File: config.mk
export PLATFORM = sky130hd
export DESIGN_NAME = scaled_shift_unit
export DESIGN_NICKNAME = d
export VERILOG_FILES = /design/src/rtl/scaled_shift_unit.sv
export SDC_FILE = /design/constraint.sdc
export NUM_CORES = 1
export LEC_CHECK = 0
export ABC_CLOCK_PERIOD_IN_PS = 4750
export CAP_MARGIN = 20
export CORE_AREA = 2 2 103 105
export DETAILED_ROUTE_END_ITERATION = 10
export DIE_AREA = 0 0 105 107
export GPL_TIMING_DRIVEN = 0
export PLACE_DENSITY = 0.65
export SKIP_LAST_GASP = 1
export SLEW_MARGIN = 20
export SYNTH_ARGS = -nofsm -noshare
export SYNTH_HDL_FRONTEND = slang
export SYNTH_SLANG_ARGS = --single-unit
File: constraint.sdc
create_clock -name clk -period 4.75 [get_ports clk]
set_clock_uncertainty 0.2 [all_clocks]
set_input_delay 0.95 -clock clk [delete_from_list [all_inputs] [get_ports clk]]
set_output_delay 0.95 -clock clk [all_outputs]
set_load 0.01 [all_outputs]
File: src/rtl/scaled_shift_unit.sv
// Signed scale engine. The sign of AR selects the operation: AR>0 left-shifts BR by k,
// AR<0 arithmetic-right-shifts AR by k, and AR==0 gives 0. The shift runs one bit per
// clock under a start/busy/done handshake, with optional saturation and round-toward-zero.
module scaled_shift_unit #(
    parameter int unsigned WIDTH      = 16,
    parameter int unsigned SHW        = 4,
    parameter bit          SATURATE   = 1'b1,
    parameter bit          ROUND_ZERO = 1'b1
) (
    input  logic                    clk,
    input  logic                    reset,
    input  logic                    start,
    input  logic signed [WIDTH-1:0] data_ar,
    input  logic signed [WIDTH-1:0] data_br,
    input  logic        [SHW-1:0]   shamt,
    output logic                    busy,
    output logic                    done,
    output logic signed [WIDTH-1:0] cr,
    output logic                    ovf,
    output logic                    ar_gt_0,
    output logic                    ar_lt_0
);

    typedef enum logic [1:0] {StIdle, StEval, StShift, StDone} state_e;

    state_e             state_q;
    logic [WIDTH-1:0]   ar_q;
    logic [WIDTH-1:0]   br_q;
    logic [WIDTH-1:0]   acc_q;
    logic [SHW-1:0]     cnt_q;
    logic               left_q;
    logic               sticky_q;
    logic               ovf_int_q;
    logic               busy_q;
    logic               done_q;
    logic [WIDTH-1:0]   cr_q;
    logic               ovf_q;
    logic               ar_gt_0_q;
    logic               ar_lt_0_q;

    logic [WIDTH-1:0]   acc_left;
    logic [WIDTH-1:0]   acc_right;
    logic               ovf_step;
    logic               sticky_step;
    logic [WIDTH-1:0]   sat_val;
    logic [WIDTH-1:0]   res_left;
    logic [WIDTH-1:0]   res_right;

    // One shift step in either direction, plus the result if this is the final step.
    always_comb begin
        acc_left    = {acc_q[WIDTH-2:0], 1'b0};
        acc_right   = {acc_q[WIDTH-1], acc_q[WIDTH-1:1]};
        // Sign changes on this step if the two top bits disagree before shifting.
        ovf_step    = ovf_int_q | (acc_q[WIDTH-1] ^ acc_q[WIDTH-2]);
        sticky_step = sticky_q | acc_q[0];
        sat_val     = br_q[WIDTH-1] ? {1'b1, {(WIDTH-1){1'b0}}} : {1'b0, {(WIDTH-1){1'b1}}};
        res_left    = (SATURATE && ovf_step) ? sat_val : acc_left;
        // acc is negative here, so adding 1 when bits were lost rounds toward zero.
        res_right   = acc_right + {{(WIDTH-1){1'b0}}, ROUND_ZERO & sticky_step};
    end

    // Control FSM with all datapath registers and registered outputs.
    always_ff @(posedge clk or posedge reset) begin
        if (reset) begin
            state_q   <= StIdle;
            ar_q      <= '0;
            br_q      <= '0;
            acc_q     <= '0;
            cnt_q     <= '0;
            left_q    <= 1'b0;
            sticky_q  <= 1'b0;
            ovf_int_q <= 1'b0;
            busy_q    <= 1'b0;
            done_q    <= 1'b0;
            cr_q      <= '0;
            ovf_q     <= 1'b0;
            ar_gt_0_q <= 1'b0;
            ar_lt_0_q <= 1'b0;
        end else begin
            unique case (state_q)
                StIdle: begin
                    done_q <= 1'b0;
                    if (start) begin
                        ar_q      <= data_ar;
                        br_q      <= data_br;
                        cnt_q     <= shamt;
                        ar_gt_0_q <= ~data_ar[WIDTH-1] & (data_ar != '0);
                        ar_lt_0_q <= data_ar[WIDTH-1];
                        busy_q    <= 1'b1;
                        state_q   <= StEval;
                    end
                end
                StEval: begin
                    left_q    <= ~ar_q[WIDTH-1];
                    acc_q     <= ar_q[WIDTH-1] ? ar_q : br_q;
                    sticky_q  <= 1'b0;
                    ovf_int_q <= 1'b0;
                    if (ar_q == '0 || cnt_q == '0) begin
                        cr_q    <= (ar_q == '0) ? '0 : (ar_q[WIDTH-1] ? ar_q : br_q);
                        ovf_q   <= 1'b0;
                        done_q  <= 1'b1;
                        busy_q  <= 1'b0;
                        state_q <= StDone;
                    end else begin
                        state_q <= StShift;
                    end
                end
                StShift: begin
                    cnt_q <= cnt_q - 1'b1;
                    if (left_q) begin
                        acc_q     <= acc_left;
                        ovf_int_q <= ovf_step;
                    end else begin
                        acc_q    <= acc_right;
                        sticky_q <= sticky_step;
                    end
                    if (cnt_q == SHW'(1)) begin
                        cr_q    <= left_q ? res_left : res_right;
                        ovf_q   <= left_q & ovf_step;
                        done_q  <= 1'b1;
                        busy_q  <= 1'b0;
                        state_q <= StDone;
                    end
                end
                StDone: begin
                    done_q  <= 1'b0;
                    state_q <= StIdle;
                end
                default: state_q <= StIdle;
            endcase
        end
    end

    assign busy    = busy_q;
    assign done    = done_q;
    assign cr      = cr_q;
    assign ovf     = ovf_q;
    assign ar_gt_0 = ar_gt_0_q;
    assign ar_lt_0 = ar_lt_0_q;

endmodule

After elaboration in Yosys (flattened, before gate mapping). Cells that the tools add are included.

Register bits: 78. Bits in latches: 0. Memory bits (writable): 0. Memory bits (read-only): 0. Input port bits: 39. Output and inout port bits: 21. Word-level logic and storage cells: 79. Memories: 0.

Add/sub/neg operators: 2. Multipliers: 0. Divide/modulo/power cells: 0. Order comparisons: 0. Eq/ne operators: 9. Shifts and indexed selects: 0. Multiplexer cells: 29. Bitwise gates (word level): 7. Reductions and logical operators: 17.

Operator list (number): $mux 16 (8); $pmux 16 s2 (2); $add 15x2->16 (1); $logic_not 16->1 (1); $reduce_bool 16->1 (1); $reduce_and 2->1 (6); $ne 2x2->1 const B (5); $mux 1 (9); $pmux 2 s4 (1); $pmux 4 s2 (1); $pmux 1 s2 (3); $pmux 1 s3 (2); $eq 2x2->1 const B (2); $eq 4x1->1 const B (1); $logic_not 4->1 (1); $mux 2 (2); $mux 4 (1); $reduce_and 4->1 (1); $reduce_bool 2->1 (2); $sub 4x1->4 const B (1); $reduce_and 3->1 (1); $reduce_bool 3->1 (1); $and 1x1->1 (2); $eq 2x1->1 const B (1); other kinds (6) (8).

Logic depth before layout (Yosys ltp).
Depth in word-level cells: 6. Mapped depth: 8. Mapped depth without buffers: 8.

Least setup slack after synthesis. OpenSTA, ideal clock, no wires.

Path kind: input to register. Start: input port start. End: register ar_q[0]. Setup time: 0.125 ns. Data arrival time: 1.870 ns. Required time: 4.425 ns. Slack: 2.556 ns. Stages on the path: 4. Path through: clkbuf_1 -> nand2_1 -> buf_2 -> mux2_2.

Longest elaborated chain between the ends: 1.

RTL lines: start, declared (line 12) `input logic start,`; $reduce_and 2->1 (no line); end signal, assigned (line 84) `ar_q <= data_ar;`; end, declared (line 27) `logic [WIDTH-1:0] ar_q;`.

Every way passes these cells. A chain may end at the register's enable or synchronous reset.

Worst setup path in the final report.
Start: register acc_q[14]. End: register cr_q[14], in the netlist cr[14].

Longest elaborated chain between the ends: 6.

RTL lines: start, declared (line 29) `logic [WIDTH-1:0] acc_q;`; start signal, assigned (line 95) `acc_q <= ar_q[WIDTH-1] ? ar_q : br_q;`; start signal, assigned (line 111) `acc_q <= acc_left;`; start signal, assigned (line 114) `acc_q <= acc_right;`; parallel branches: the longest is 3 deep, another holds $add 15x2->16; $mux 16 (*) (line 118) `cr_q <= left_q ? res_left : res_right;`; $mux 16 (*) (line 117) `if (cnt_q == SHW'(1)) begin`; $pmux 16 s2 (*) (line 80) `unique case (state_q)`; end signal, assigned (line 99) `cr_q <= (ar_q == '0) ? '0 : (ar_q[WIDTH-1] ? ar_q : br_q);`; end signal, assigned (line 118); end, declared (line 36) `logic [WIDTH-1:0] cr_q;`.

Mark *: on every way between the ends. The select of a mux whose other input is x is not followed.

==> metrics <==
crit path max-delay cell type=dfrtp_1; Reg2Reg Setup Slack=2.15 ns; Port Buf Inserts=58; Ports=60; Critical Path AT=2.63 ns; worst reg2reg path depth=7; power density over cell area=761 mW/mm2; Worst setup EP type=flop; final worst-path cycle share=0.547; final std cells w/o fill=662; Post-DP HPWL=9560 um; vias in the first global route=3820; initial antenna violation count=0; CP required=4.79 ns; sequential cell area fraction in the yosys report=0.437; Hold Fails Final Rpt=0; clock-pin slew on the worst setup and hold paths=0.08 ns; final wirelength=12900 um; Post-CTS Resized=0; hold buffers post-CTS=0; worst-path fanout max=7; Fin Setup TNS=0 ns; worst hold-check path type=flop to flop; synthesis warning total=0; Post-CTS Setup Bufs=0; cell breakdown of the critical path=ha_1, nor2_1, or2_2, clkbuf_1, a21oi_1, a221oi_1, a21oi_1; worst hold slack=0.288 ns; FMAX=0.385 GHz; Post-Syn Nets=501; DRT antenna net count=0; largest area contributor in the netlist=dfrtp_1; post-place setup slack=2.22 ns; routability congestion estimate=0.925; die area=0.0112 mm2; worst slew pin tran=0.600 ns; post-DR wirelength/cell=19.4 um; Pre-antenna DRT Iters=5; reg-to-reg endpoint=cr[14]$_DFFE_PP0P_; Final Max Slew Viols=0; Worst setup SP type=flop; routed vias=3840; HP Start=ar_gt_0$_DFFE_PP0P_; vias per inst=5.80; Distinct cells, synth=48; clk_lat worst skew=0.36 ns; initial core utilization=0.437; diode count=0; RSZ-0062 raised after global routing=no; Synth Register Bits=77; Iter 0 DRT Violations=313; Avg Cell Area, Syn=9.76 um2; CTS Buf Count=9; Core ar.=0.0101 mm2; worst flop-to-flop path startpoint=acc_q[14]$_DFFE_PP0N_; Synth Instances=452; hold endpoint=ar_gt_0$_DFFE_PP0P_; Setup-failing EPs final=0; most used cell, CP=a21oi_1; Rel. slew slack=0.600; dpl cells=647; CTS tree=built; Setup Crit Path Kind=flop to flop; ranking of synthesized cells by area=dfrtp_1 (44%), mux2_2 (12%), o211ai_1 (4.8%); run status=finished, final reports clean; total routing usage reported by global routing=0.238; hold depth=2; Sink Count=77; first-pass GRT wire length=20600 um; H-tree Lvls=3; Longest Clk Path Bufs=2; die height=107 um; min cycle time layout=2.60 ns; Max IR drop VDD=0.000307 V; area fraction of the dominant cell type after synthesis=0.437; layout cells sized above 1=0.179; NumNets Final=571; Area Overhead vs Synth=22.0%; largest net degree at the start of global routing=49; # DRC=0; root buffer cell=clkbuf_8; largest stage delay on the critical path=0.44 ns; Die X=105 um; Max Cap Viol=0; final worst slack=2.15 ns; Leak=2.19 nW; GRT overflow=0; Post-Syn Area=0.00441 mm2; Rows=37
[stage by stage]
stage	util	instance area, um2	total power, mW
global route	0.533	5380	4.39
CTS	0.533	5380	4.08
detailed placement	0.514	5190	3.57
global placement	0.511	5160	3.53
finish	0.533	5380	4.10
floorplan	-	4410	2.77
[critical path: cells and delay by family (launching register included)]
kind	cells	cell delay [ns]
simple gates	2	0.54
compound gates	3	0.62
fa+ha+maj	1	0.40
buf+inv	1	0.28
flops	1	0.44
[worst max-delay path by stage]
| stage | from | endpoint | slack [ns] | cells after the start |
|---|---|---|---|---|
| 6_report | acc_q[14]$_DFFE_PP0N_ | cr[14]$_DFFE_PP0P_ | 2.15 | 7 |
| 5_1_grt | acc_q[14]$_DFFE_PP0N_ | cr[14]$_DFFE_PP0P_ | 2.09 | 7 |
| 4_1_cts | acc_q[14]$_DFFE_PP0N_ | cr[14]$_DFFE_PP0P_ | 2.19 | 7 |
| 3_5_place_dp | acc_q[14]$_DFFE_PP0N_ | cr[14]$_DFFE_PP0P_ | 2.22 | 7 |
| 3_3_place_gp | reset | ovf$_DFFE_PP0P_ | 0.33 | 2 |
| 2_1_floorplan | reset | acc_q[0]$_DFFE_PP0N_ | 1.63 | 1 |
[cells in the final DEF (no fill, tap or decap), drive strengths merged, types with 10 or more instances in the layout]
master          n
a21oi          23
clkbuf         19
inv            23
clkdlybuf4s50  58
mux2           47
o21ai          34
buf            19
nor4           11
nand2          34
ha             10
nand3          15
a31oi          14
nor2           40
o211ai         29
dfrtp          77
[report_power, final]
part / internal, mW / switching [mW]
Combinational: 0.991 / 1.28
Clock: 0.240 / 0.262
Sequential: 1.00 / 0.319
Total: 2.23 / 1.87
[cells by family (layout without fill, tap and decap cells)]
family                   count (synthesis)  after routing  synth area share
AND/OR/NAND/NOR                        123            123             0.136
AO/OA/AOI/OAI                          125            125             0.187
buffers and inverters                   51            125            0.0522
flip-flops                              77             77             0.437
multiplexers                            53             53             0.134
XOR/XNOR                                13             13            0.0258
adder cells (fa/ha/maj)                 10             10            0.0284
[layer usage]
layer | global-route usage | vias up | share of wire
met3 | 0.0292 | 22 | 0.053
li1 | - | 1782 | -
met1 | 0.344 | 1902 | 0.47
met2 | 0.368 | 134 | 0.45
met4 | 0.0867 | 0 | 0.024
met5 | 0 | - | 0
[synth_stat cells, drive strengths merged]
library cell and count:
clkbuf 10, nand2 34, a41o 1, o221ai 1, a22o 1, nor4 11
nor2 40, a221oi 4, inv 23, a211o 3, xor2 4, mux2i 6
a22oi 2, nand2b 4, nor2b 5, dfrtp 77, nand4 3, o2bb2ai 2
ha 10, o21ai 34, buf 18, o32ai 1, a21boi 2, nor3 8
mux2 47, a21oi 23, xnor2 9, o22ai 2, o211ai 29, o21a 2
or2 2, a31oi 14, a211oi 3, o311ai 1, nand3 15, or3b 1
[layout make-up]
| cell class | count | area [um2] |
|---|---|---|
| Fill cell | 972 | 4710 |
| Multi-Input combinational cell | 324 | 2250 |
| Sequential cell | 77 | 1930 |
| Timing Repair Buffer | 59 | 608 |
| Tap cell | 136 | 170 |
| Buffer | 28 | 144 |
| Clock buffer | 9 | 124 |
| Inverter | 23 | 88.8 |
| Clock inverter | 6 | 65.1 |
[flip-flops by register name, indices dropped and copies added, names as in the netlist, 2 cells and up]
signal / cells
br_q: 16
cr: 16
ar_q: 16
acc_q: 16
cnt_q: 4
state_q: 2
No activity file was read; power rests on OpenSTA's default activity.
